===== src/rtl/qspi_ahb_splitter.sv =====
// AHB-Lite 1-to-N address splitter with a default error slave and fault capture.
module qspi_ahb_splitter #(
    parameter int unsigned                  NUM_SLV  = 2,
    parameter int unsigned                  ADDR_W   = 24,
    parameter logic [NUM_SLV*ADDR_W-1:0]    SLV_BASE = {24'h010000, 24'h000000},
    parameter logic [NUM_SLV*ADDR_W-1:0]    SLV_MASK = {24'hFFFF00, 24'h000000},
    parameter logic [NUM_SLV-1:0]           RO_MASK  = 2'b01
) (
    input  logic                    HCLK,
    input  logic                    HRESETn,
    input  logic                    HSEL,
    input  logic [31:0]             HADDR,
    input  logic [1:0]              HTRANS,
    input  logic                    HWRITE,
    input  logic                    HREADY,
    output logic                    HREADYOUT,
    output logic [31:0]             HRDATA,
    output logic                    HRESP,
    output logic [NUM_SLV-1:0]      S_HSEL,
    input  logic [NUM_SLV-1:0]      S_HREADYOUT,
    input  logic [32*NUM_SLV-1:0]   S_HRDATA,
    input  logic [NUM_SLV-1:0]      S_HRESP,
    output logic [31:0]             err_addr,
    output logic [7:0]              err_count,
    output logic                    irq_err
);

    localparam int unsigned DATA_W = 32;

    typedef enum logic [1:0] {
        ST_IDLE = 2'd0,
        ST_ERR1 = 2'd1,
        ST_ERR2 = 2'd2
    } state_t;

    state_t               state;
    state_t               state_nxt;
    logic [NUM_SLV-1:0]   hit_oh;
    logic                 any_hit;
    logic                 valid_c;
    logic                 fault_c;
    logic [NUM_SLV-1:0]   dsel;
    logic                 derr;
    logic                 unused_bits;

    // Only the low ADDR_W address bits and HTRANS[1] take part in decode.
    assign unused_bits = ^{HTRANS[0], HADDR};

    // Base/mask decode with lowest-index priority, giving a one-hot hit vector.
    always_comb begin
        hit_oh  = '0;
        any_hit = 1'b0;
        for (int unsigned i = 0; i < NUM_SLV; i++) begin
            if (!any_hit &&
                ((HADDR[ADDR_W-1:0] & SLV_MASK[i*ADDR_W +: ADDR_W]) == SLV_BASE[i*ADDR_W +: ADDR_W])) begin
                hit_oh[i] = 1'b1;
                any_hit   = 1'b1;
            end
        end
    end

    assign valid_c = HSEL & HTRANS[1] & HREADY;
    assign fault_c = valid_c & (~any_hit | (HWRITE & (|(hit_oh & RO_MASK))));

    // Faulting transfers are steered to the default slave and never reach a real one.
    assign S_HSEL = {NUM_SLV{HSEL & ~fault_c}} & hit_oh;

    // Data-phase select follows the accepted address phase.
    always_ff @(posedge HCLK or negedge HRESETn) begin
        if (!HRESETn) begin
            dsel <= '0;
            derr <= 1'b0;
        end else if (HREADY) begin
            dsel <= (valid_c && !fault_c) ? hit_oh : '0;
            derr <= fault_c;
        end
    end

    // Error FSM state register.
    always_ff @(posedge HCLK or negedge HRESETn) begin
        if (!HRESETn) begin
            state <= ST_IDLE;
        end else begin
            state <= state_nxt;
        end
    end

    // Error FSM next state: two-cycle ERROR, back-to-back faults chain ERR2 -> ERR1.
    always_comb begin
        state_nxt = state;
        case (state)
            ST_IDLE: if (fault_c) state_nxt = ST_ERR1;
            ST_ERR1: state_nxt = ST_ERR2;
            ST_ERR2: state_nxt = fault_c ? ST_ERR1 : ST_IDLE;
            default: state_nxt = ST_IDLE;
        endcase
    end

    // Data-phase response mux: default error slave, selected slave, or idle OKAY.
    always_comb begin
        HREADYOUT = 1'b1;
        HRESP     = 1'b0;
        HRDATA    = '0;
        if (derr) begin
            HREADYOUT = (state != ST_ERR1);
            HRESP     = 1'b1;
        end else begin
            for (int unsigned i = 0; i < NUM_SLV; i++) begin
                if (dsel[i]) begin
                    HREADYOUT = S_HREADYOUT[i];
                    HRESP     = S_HRESP[i];
                    HRDATA    = S_HRDATA[i*DATA_W +: DATA_W];
                end
            end
        end
    end

    // Fault capture for software: address, saturating count, one-cycle interrupt.
    always_ff @(posedge HCLK or negedge HRESETn) begin
        if (!HRESETn) begin
            err_addr  <= '0;
            err_count <= '0;
            irq_err   <= 1'b0;
        end else begin
            irq_err <= fault_c;
            if (fault_c) begin
                err_addr <= HADDR;
                if (err_count != 8'hFF) begin
                    err_count <= err_count + 8'd1;
                end
            end
        end
    end

endmodule


===== config.mk =====
export PLATFORM = sky130hd
export DESIGN_NAME = qspi_ahb_splitter
export DESIGN_NICKNAME = d
export VERILOG_FILES = /design/src/rtl/qspi_ahb_splitter.sv
export SDC_FILE = /design/constraint.sdc
export NUM_CORES = 1
export LEC_CHECK = 0
export ABC_CLOCK_PERIOD_IN_PS = 1700
export BUFFER_PORTS_ARGS = -buffer_cell sky130_fd_sc_hd__buf_4
export CORE_ASPECT_RATIO = 0.5
export CORE_MARGIN = 4
export CORE_UTILIZATION = 37
export CTS_CLUSTER_SIZE = 16
export DETAILED_ROUTE_END_ITERATION = 6
export GPL_ROUTABILITY_DRIVEN = 1
export MAX_ROUTING_LAYER = met4
export PLACE_DENSITY = 0.89
export RECOVER_POWER = 25
export SLEW_MARGIN = 10
export SYNTH_ARGS = -nofsm -noshare
export SYNTH_HDL_FRONTEND = slang
export SYNTH_SLANG_ARGS = --single-unit

===== constraint.sdc =====
create_clock -name HCLK -period 1.7 [get_ports HCLK]
set_clock_uncertainty 0.2 [all_clocks]
set_input_delay 0.17 -clock HCLK [delete_from_list [all_inputs] [get_ports HCLK]]
set_output_delay 0.17 -clock HCLK [all_outputs]
set_load 0.005 [all_outputs]

==> metrics.csv, run 1 <==
metric;value;unit
post-route-min-period;1.64;ns
yosysTopAreaCell;dfrtp_1;
syn_area;0.00202;mm^2
io_pins;184;
start_kind;register;
clock.fmax;0.612;GHz
grt_pass1_vias;2604;
startpoint;err_count[1];
portBuffers;147;
fin_nets;520;
finalSetupTns;0;ns
synth_warnings;0;
r2r_cells;4;
status;completed;
relSlewSlack;32.7;%
cp.required;1.68;ns
rsz0062_at_grt;no;
cap_viol_max_count;0;
route.detailed.drc;0;
tightest_slew;1.01;ns
synth-main-ff-cell;dfrtp_1;
rows;18;
fin_crit_sh;96.2;%
whs;0.215;ns
syn_area_per_cell;8.83;um^2
worstHoldStart;HTRANS[1];
synth_top_area_share;55.7;%
rr_endpoint;err_count[1];
vias;2427;
drt_wl_total;8260;um
die_area;0.00678;mm^2
drive_gt1_share;40.0;%
drt_first_pass_iters;4;
ys_seq_elements;45;
grt_pass1_wl;12800;um
hpwlAfterDp;5440;um
synth.area.top_cells;dfrtp_1 56%, nand2_1 18%, and3_1 11%, xor2_1 1.7%, clkbuf_1 1.7%;
cp.arrival;1.62;ns
die_w;113;um
start_util;39.7;%
grt_remaining_overflow;0;
core_area;0.00509;mm^2
hp-class;in -> reg;
cts_buffers;5;
n_antenna_cell;0;
grtUsageTotal;24.8;%
hold_viol;0;
syn-instance-count;229;
synthDistinctLibCells;27;
clockBufferDepth;2;
ys_top_cells_by_count;99 x nand2_1, 45 x dfrtp_1, 34 x and3_1, 9 x clkbuf_1, 7 x nor2_1;
rr_startpoint;err_count[1];
via_per_inst;5.02;
cts_tree;done;
synth_async_sr_flop_share;100;%
clk_pin_slew;0.09;ns
insertion_delay;0.29;ns
power-per-cell-area;829;mW/mm^2
drt-initial-drc-count;183;
syn2layout_area_growth;79.6;%
critPathKind;reg -> reg;
r2r_slack;0.06;ns
cts_root_buffer;clkbuf_8;
die_y;60.3;um
synth_edf_count;0;
cts.sinks;45;
htreeDepth;2;
crit_fanout;6;
p_leak;2.12;nW
ir_worst_vdd;0.373;mV
final-setup-viol-count;0;
ant_nets;0;
grt_max_degree;46;
grt_antenna_before_repair;0;
end_kind;register;
synth_most_common_cell;nand2_1;
yosysSeqAreaShare;55.7;%
cts_setup_buffers;0;
whs_endpoint;state[0];
slew_viol_final;0;
syn-num-nets;337;
wl_per_cell;17.1;um
post-route-util;71.4;%
gp_congestion;0.817;
min_delay_path_depth;4;
[cells in the final DEF (no fill, tap or decap)]
master / count
mux2_4: 1
nor3_1: 1
nand4b_1: 1
dlygate4sd3_1: 35
ha_1: 1
nor2_1: 7
nand3_1: 5
nand4_1: 2
clkbuf_8: 5
buf_4: 150
clkinv_2: 2
clkbuf_2: 1
and2_1: 1
mux2_1: 1
inv_2: 1
o21ai_0: 2
xnor2_1: 1
nand2_1: 99
conb_1: 1
inv_1: 3
nor2b_1: 1
a41oi_1: 1
clkinvlp_2: 1
buf_2: 1
clkbuf_1: 2
xor2_1: 4
o21ai_2: 1
a22oi_1: 1
buf_12: 1
and3_4: 1
and3_1: 33
dfrtp_1: 45
a21oi_1: 1
[routing by layer]
layer,part of all wire [%],routed length (um),vias up,GRT usage (%)
met5,0,0,-,-
met1,33,2760,1129,23.3
met3,7.8,646,53,6.77
li1,-,-,1093,-
met2,53,4360,152,46.1
met4,5.9,488,0,16.3
[cell type report]
| class | instances | area (um^2) |
|---|---|---|
| timing repair buffer | 189 | 1510 |
| fill | 312 | 1460 |
| sequential | 45 | 1130 |
| multi-input combinational | 166 | 806 |
| tap | 70 | 87.6 |
| clock buffer | 6 | 72.6 |
| inverter | 5 | 20.0 |
| clock inverter | 2 | 10.0 |
[per-stage QoR]
step           area, um^2  power, mW  setup WS (ns)  std cells
6_report             3630       3.01         0.0648        483
5_1_grt              3630       3.17        0.00645        483
4_1_cts              3650       2.98         0.0278        483
3_5_place_dp         3210       2.29         0.0736        440
3_3_place_gp         3210       2.22          0.143        440
2_1_floorplan        2020       1.66          0.105        229
[timing repair]
item                                   4_1_cts  5_1_grt
setup endpoints to repair                    1       33
pin swaps                                    0        1
gates resized for setup                      1        4
hold buffers                                35        1
endpoints found under the hold margin       79        1
[cell families (layout without fill, tap and decap cells)]
family | count (synthesis) | after routing | share of synthesized area [%]
multiplexers | 2 | 2 | 1.30
buffers and inverters | 18 | 202 | 3.96
other | 1 | 1 | 0.185
AO/OA/AOI/OAI | 6 | 6 | 1.98
XOR/XNOR | 5 | 5 | 2.17
AND/OR/NAND/NOR | 151 | 151 | 34.1
adder cells (fa/ha/maj) | 1 | 1 | 0.619
flip-flops | 45 | 45 | 55.7
[critical path, cell delays in order, from the launching register on]
cell and delay (ns):
dfrtp_1 0.36, ha_1 0.20, nand3_1 0.12, o21ai_2 0.32, mux2_4 0.33
[report_power, final]
group	leakage (nW)	switching [mW]	internal, mW	total [mW]
Clock	0.0450	0.363	0.286	0.649
Combinational	1.50	0.399	0.565	0.965
Sequential	0.577	0.141	1.26	1.40
[state kept, by name, indices dropped and copies added, names as in the netlist]
name / count
err_addr: 32
dsel: 1
irq_err: 1
state: 2
err_count: 8
derr: 1
[worst max-delay path by stage]
stage	end	slack [ns]	cells past startpoint
after floorplan	err_count[1]	0.11	4
after global placement	err_count[1]	0.14	4
after detailed placement	err_count[1]	0.07	4
after CTS	HRDATA[23]	0.03	4
after global routing	HRDATA[22]	0.006	4
final	err_count[1]	0.06	4
No activity file was read; power rests on OpenSTA's default activity.
==> run 2, diff against run 1 <==
--- a/config.mk
+++ b/config.mk
@@ -13,6 +13,7 @@
 export CTS_CLUSTER_SIZE = 16
 export DETAILED_ROUTE_END_ITERATION = 6
 export GPL_ROUTABILITY_DRIVEN = 1
+export HOLD_SLACK_MARGIN = 0.05
 export MAX_ROUTING_LAYER = met4
 export PLACE_DENSITY = 0.89
 export RECOVER_POWER = 25
==> constraint.sdc (replaced) <==
create_clock -name HCLK -period 1.7 [get_ports HCLK]
set_clock_uncertainty 0.2 [all_clocks]
set_input_delay 0 -clock HCLK [delete_from_list [all_inputs] [get_ports HCLK]]
set_output_delay 0 -clock HCLK [all_outputs]
set_load 0.005 [all_outputs]
==> run 2 against run 1 <==
Final area rose by 1.3%. Routed wire length rose by 4.8%. Largest cell class unchanged. Hold slack worse by 0.12 ns. Highest routed layer unchanged. Maximum frequency increased by 1.7%. Count of clock-buffer cells in the layout stayed put. Register-to-register slack improved by 0.03 ns. Sequential power about the same. Sequential share of layout area decreased by 0.41 points. Final cell count grew 0.62%. Critical path depth is the same. Total power up 1.5%.
==> metrics.csv, run 2 (synthesis results as in run 1) <==
metric;value;unit
pre_cts_slack;0.0630;ns
cts_setup_buffers;0;
clock.fmax;0.622;GHz
cts_buffers;5;
tightest_slew;1.13;ns
cts_root_buffer;clkbuf_8;
min_delay_path_depth;4;
drt_wl_total;8660;um
ir_worst_vdd;0.404;mV
layout_common_cells;150 x buf_4, 99 x nand2_1, 45 x dfrtp_1, 39 x dlygate4sd3_1, 34 x and3_1;
critPathKind;reg -> reg;
grt_antenna_before_repair;1;
largest_reg_flops;32;
grtUsageTotal;23.4;%
grt_remaining_overflow;0;
ant_nets;0;
relSlewSlack;24.8;%
cp.arrival;1.59;ns
drt_first_pass_iters;5;
hpwlAfterDp;5150;um
whs_endpoint;HRESP;
io_pins;184;
start_util;39.7;%
crit_fanout;6;
status;completed;
whs;0.0963;ns
route.detailed.drc;0;
rows;18;
clk_pin_slew;0.08;ns
grt_max_degree;46;
layout_commonest_cell;buf_4;
syn2layout_area_growth;82.1;%
finalSetupTns;0;ns
final-setup-viol-count;0;
r2r_slack;0.09;ns
fin_nets;522;
via_per_inst;5.02;
r2r_cells;4;
clockBufferDepth;2;
grt_pass1_wl;12000;um
rsz0062_at_grt;no;
rr_startpoint;err_count[0];
power.total;3.06;mW
p_leak;2.14;nW
post-route-util;72.3;%
die_y;60.3;um
wl_per_cell;17.8;um
startpoint;err_count[0];
gp_congestion;0.815;
core_area;0.00509;mm^2
hold_viol;0;
end_kind;register;
drive_gt1_share;39.3;%
insertion_delay;0.30;ns
slew_viol_final;0;
die_area;0.00678;mm^2
vias;2442;
power-per-cell-area;831;mW/mm^2
regMostFlops;err_addr;
cp.required;1.68;ns
cap_viol_max_count;0;
grt_pass1_vias;2420;
fin_crit_sh;94.6;%
start_kind;register;
htreeDepth;2;
portBuffers;147;
drt-initial-drc-count;271;
rr_endpoint;err_count[1];
worstHoldStart;S_HRESP[0];
cts_tree;done;
reg_top3;err_addr x32, err_count x8, state x2;
hp-class;in -> out;
cts.sinks;45;
setup_ws;0.0924;ns
post-route-min-period;1.61;ns
die_w;113;um
==> run 2: per-layer routing <==
metal / share of wire, % / GRT usage, % / vias to the layer above
met5: 0 / - / -
met4: 5.0 / 12.8 / 0
met3: 7.5 / 5.66 / 48
met2: 53 / 43.9 / 142
met1: 35 / 23.0 / 1150
li1: - / - / 1102
==> run 2: power by group <==
group          switching [mW]  internal [mW]  total, mW  leakage (nW)
Clock                   0.373          0.286      0.659        0.0450
Combinational           0.416          0.568      0.984          1.52
Sequential              0.157           1.26       1.42         0.577
==> run 2: stage by stage <==
stage,cells,cell area (um^2)
detailed placement,438,3190
floorplan,229,2020
finish,486,3680
CTS,484,3660
global route,486,3680
global placement,438,3190
==> run 2: how the worst max path moves through the flow <==
stage,end,slack (ns)
after global routing,err_count[1],0.004
after floorplan,err_count[1],0.11
after CTS,irq_err,0.03
final,err_count[1],0.09
after global placement,err_count[1],0.15
after detailed placement,err_count[1],0.06
==> run 2: what timing repair did <==
item,CTS,global route
setup endpoints to repair,0,4
hold buffers,38,1
gates resized for setup,0,3
endpoints found under the hold margin,80,8
==> run 2: final cells by class <==
type                            instances  area, um^2
Sequential cell                        45        1130
Fill cell                             331        1410
Clock buffer                            6        72.6
Timing Repair Buffer                  191        1530
Inverter                                5        26.3
Tap cell                               70        87.6
Clock inverter                          2        10.0
Multi-Input combinational cell        166         823
Antenna cell                            1        2.50
==> run 2: worst max-delay path, stage by stage, from the launching register on <==
cell and delay, ns:
dfrtp_1 0.37, ha_1 0.20, nand3_1 0.15, o21ai_4 0.25, mux2_4 0.32
==> run 3, diff against run 2 <==
--- a/config.mk
+++ b/config.mk
@@ -5,11 +5,11 @@
 export SDC_FILE = /design/constraint.sdc
 export NUM_CORES = 1
 export LEC_CHECK = 0
+export ABC_AREA = 1
 export ABC_CLOCK_PERIOD_IN_PS = 1700
 export BUFFER_PORTS_ARGS = -buffer_cell sky130_fd_sc_hd__buf_4
 export CORE_ASPECT_RATIO = 0.5
-export CORE_MARGIN = 4
-export CORE_UTILIZATION = 37
+export CORE_UTILIZATION = 38
 export CTS_CLUSTER_SIZE = 16
 export DETAILED_ROUTE_END_ITERATION = 6
 export GPL_ROUTABILITY_DRIVEN = 1
@@ -17,6 +17,7 @@
 export MAX_ROUTING_LAYER = met4
 export PLACE_DENSITY = 0.89
 export RECOVER_POWER = 25
+export SETUP_SLACK_MARGIN = 0.05
 export SLEW_MARGIN = 10
 export SYNTH_ARGS = -nofsm -noshare
 export SYNTH_HDL_FRONTEND = slang
==> run 3 against run 2 <==
Non-clock buffer count unchanged. Combinational power is 7.0% lower. Sequential share of layout area is 1.5 points lower. Count of clock-buffer cells in the layout grew 1. Critical path type is now in -> out. Largest power group unchanged.
==> metrics.csv, run 3 <==
metric;value;unit
crit_path_frequent_cell;buf_4;
synth_top_family_by_area;simple AND/OR/NAND/NOR gates;
drt_first_pass_iters;4;
cpPeakStageDelay;0.55;ns
cap_viol_max_count;0;
die_y;55.3;um
synth_mux_area_share;0;%
post-route-util;74.7;%
synth_compound_area_share;1.68;%
syn-num-nets;402;
io_pins;184;
cp_num_buf_inv;4;
layout_common_cells;165 x nand2_1, 151 x buf_4, 45 x dfrtp_1, 40 x nor2_1, 38 x dlygate4sd3_1;
tightest_slew;1.11;ns
synth_most_common_cell;nand2_1;
start_util;41.6;%
synth_warnings;0;
wl_per_cell;14.2;um
yosys.area_share.simple;38.3;%
syn_area_per_cell;7.34;um^2
fin_area;0.00387;mm^2
start_kind;input pin;
path_cells;dlygate4sd3_1 -> buf_4 -> nand4_4 -> clkinv_4 -> nor2_1 -> buf_4;
regMostFlops;err_addr;
critPathKind;in -> out;
power-per-cell-area;857;mW/mm^2
grt_remaining_overflow;0;
insertion_delay;0.28;ns
synth_edf_count;0;
ys_seq_elements;45;
grt_antenna_before_repair;0;
power.total;3.31;mW
end_kind;output pin;
crit_fanout;35;
rsz0062_at_grt;no;
p_seq_share;41.4;%
cp_slowest_cell;dlygate4sd3_1;
grt_pass1_wl;11900;um
whs;0.0746;ns
vias;2560;
grtUsageTotal;26.6;%
via_per_inst;4.67;
grt_max_degree;46;
post-route-min-period;1.58;ns
cts.sinks;45;
cts_tree;done;
ant_nets;0;
p_clk_share;30.9;%
status;completed;
fin_crit_sh;92.7;%
relSlewSlack;26.2;%
final-setup-viol-count;0;
ir_worst_vdd;0.643;mV
portBuffers;147;
hold_viol;0;
die_area;0.00600;mm^2
synth.area.top_cells;dfrtp_1 52%, nand2_1 29%, nor2_1 7.0%, inv_1 1.6%, buf_4 1.4%;
drt-initial-drc-count;174;
cts_buffers;5;
gp_congestion;0.790;
p_leak;2.17;nW
synthAdderAreaFrac;0.580;%
syn-instance-count;294;
synthDistinctLibCells;19;
fin_nets;585;
die_w;109;um
syn_area;0.00216;mm^2
rows;18;
drt_wl_total;7780;um
ys_top_cells_by_count;165 x nand2_1, 45 x dfrtp_1, 40 x nor2_1, 9 x inv_1, 7 x clkbuf_1;
sw_frac_of_total;27.7;%
finalSetupTns;0;ns
synth_async_sr_flop_share;100;%
drive_gt1_share;34.9;%
layout_commonest_cell;nand2_1;
grt_pass1_vias;2487;
yosysSeqAreaShare;52.2;%
p_comb_share;27.6;%
largest_reg_flops;32;
cp_top_family;buffers and inverters;
internal-power;2.40;mW
clockBufferDepth;2;
core_area;0.00518;mm^2
route.detailed.drc;0;
hpwlAfterDp;4370;um
dpl_cell_area;0.00329;mm^2
reg_top3;err_addr x32, err_count x8, state x2;
n_antenna_cell;0;
hp-class;in -> out;
yosysTopAreaCell;dfrtp_1;
cp.arrival;1.38;ns
syn2layout_area_growth;79.3;%
synth-main-ff-cell;dfrtp_1;
p_switching;0.917;mW
cp.required;1.50;ns
clock.fmax;0.634;GHz
cts_root_buffer;clkbuf_16;
synth_xor_area_share;1.22;%
slew_viol_final;0;
htreeDepth;2;
synth_top_area_share;52.2;%
## run 3: cell types whose count changed after synthesis, sizes merged, moves of 2 or more
cell / delta
and3: -34
buf: +4
clkbuf: -2
inv: +6
mux2: -2
nand2: +67
nor2: +33
o21ai: +3
xnor2: +2
xor2: -4
## run 3: logic make-up (layout without fill, tap and decap cells)
| kind of cell | Yosys count | after routing |
|---|---|---|
| flops | 45 | 45 |
| fa+ha+maj | 1 | 1 |
| simple gates | 211 | 211 |
| compound gates | 7 | 7 |
| buf+inv | 26 | 210 |
| xor+xnor | 3 | 3 |
| other cells | 1 | 1 |
## run 3: path summary, 6_finish.rpt
path                         startpoint            to  depth (start not counted)  slack (ns)
max                              HREADY     S_HSEL[0]                          6        0.12
min                          S_HRESP[0]         HRESP                          4        0.07
max reg2reg                err_count[0]  err_count[2]                          8        0.17
min reg2reg                    state[0]      state[0]                          1        0.24
max in group asynchronous       HRESETn   err_addr[6]                          2        0.36
min in group asynchronous       HRESETn  err_addr[30]                          2        0.26
## run 3: worst min-delay path: stages
cell,delay [ns]
buf_4,0.08
nand2_1,0.04
nand2_1,0.05
buf_4,0.10
## run 3: repair_timing
item                                    4_1_cts  5_1_grt
buffers inserted                              0        3
hold buffers                                 38        0
resized for setup                             0        1
endpoints found under the hold margin        80        0
endpoints found under the setup margin        0        6
## run 3: metal layers
metal | up-vias | routed length (um) | global-route usage [%]
met5 | - | 0 | -
met2 | 120 | 3840 | 46.4
li1 | 1240 | - | -
met4 | 0 | 321 | 11.0
met1 | 1168 | 3120 | 30.5
met3 | 32 | 500 | 4.37
## run 3: power by group through the flow
stage          clock, mW  combinational (mW)  sequential, mW
2_1_floorplan          0               0.250            1.39
3_3_place_gp           0               0.756            1.37
3_5_place_dp           0               0.779            1.38
4_1_cts             1.02               0.856            1.36
5_1_grt             1.07                1.00            1.39
6_report            1.03               0.915            1.37
## run 3: stage by stage
step	worst slack, ns	cells
after floorplan	0.291	294
after global placement	0.204	499
after detailed placement	0.189	499
after CTS	0.155	545
after global routing	0.0545	548
final	0.124	548
## run 3: final cells by class
cell class	count	area (um^2)
Timing Repair Buffer	191	1540
Fill cell	358	1310
Sequential cell	45	1130
Multi-Input combinational cell	223	908
Clock buffer	7	153
Tap cell	70	87.6
Inverter	11	48.8
Clock inverter	1	5.00
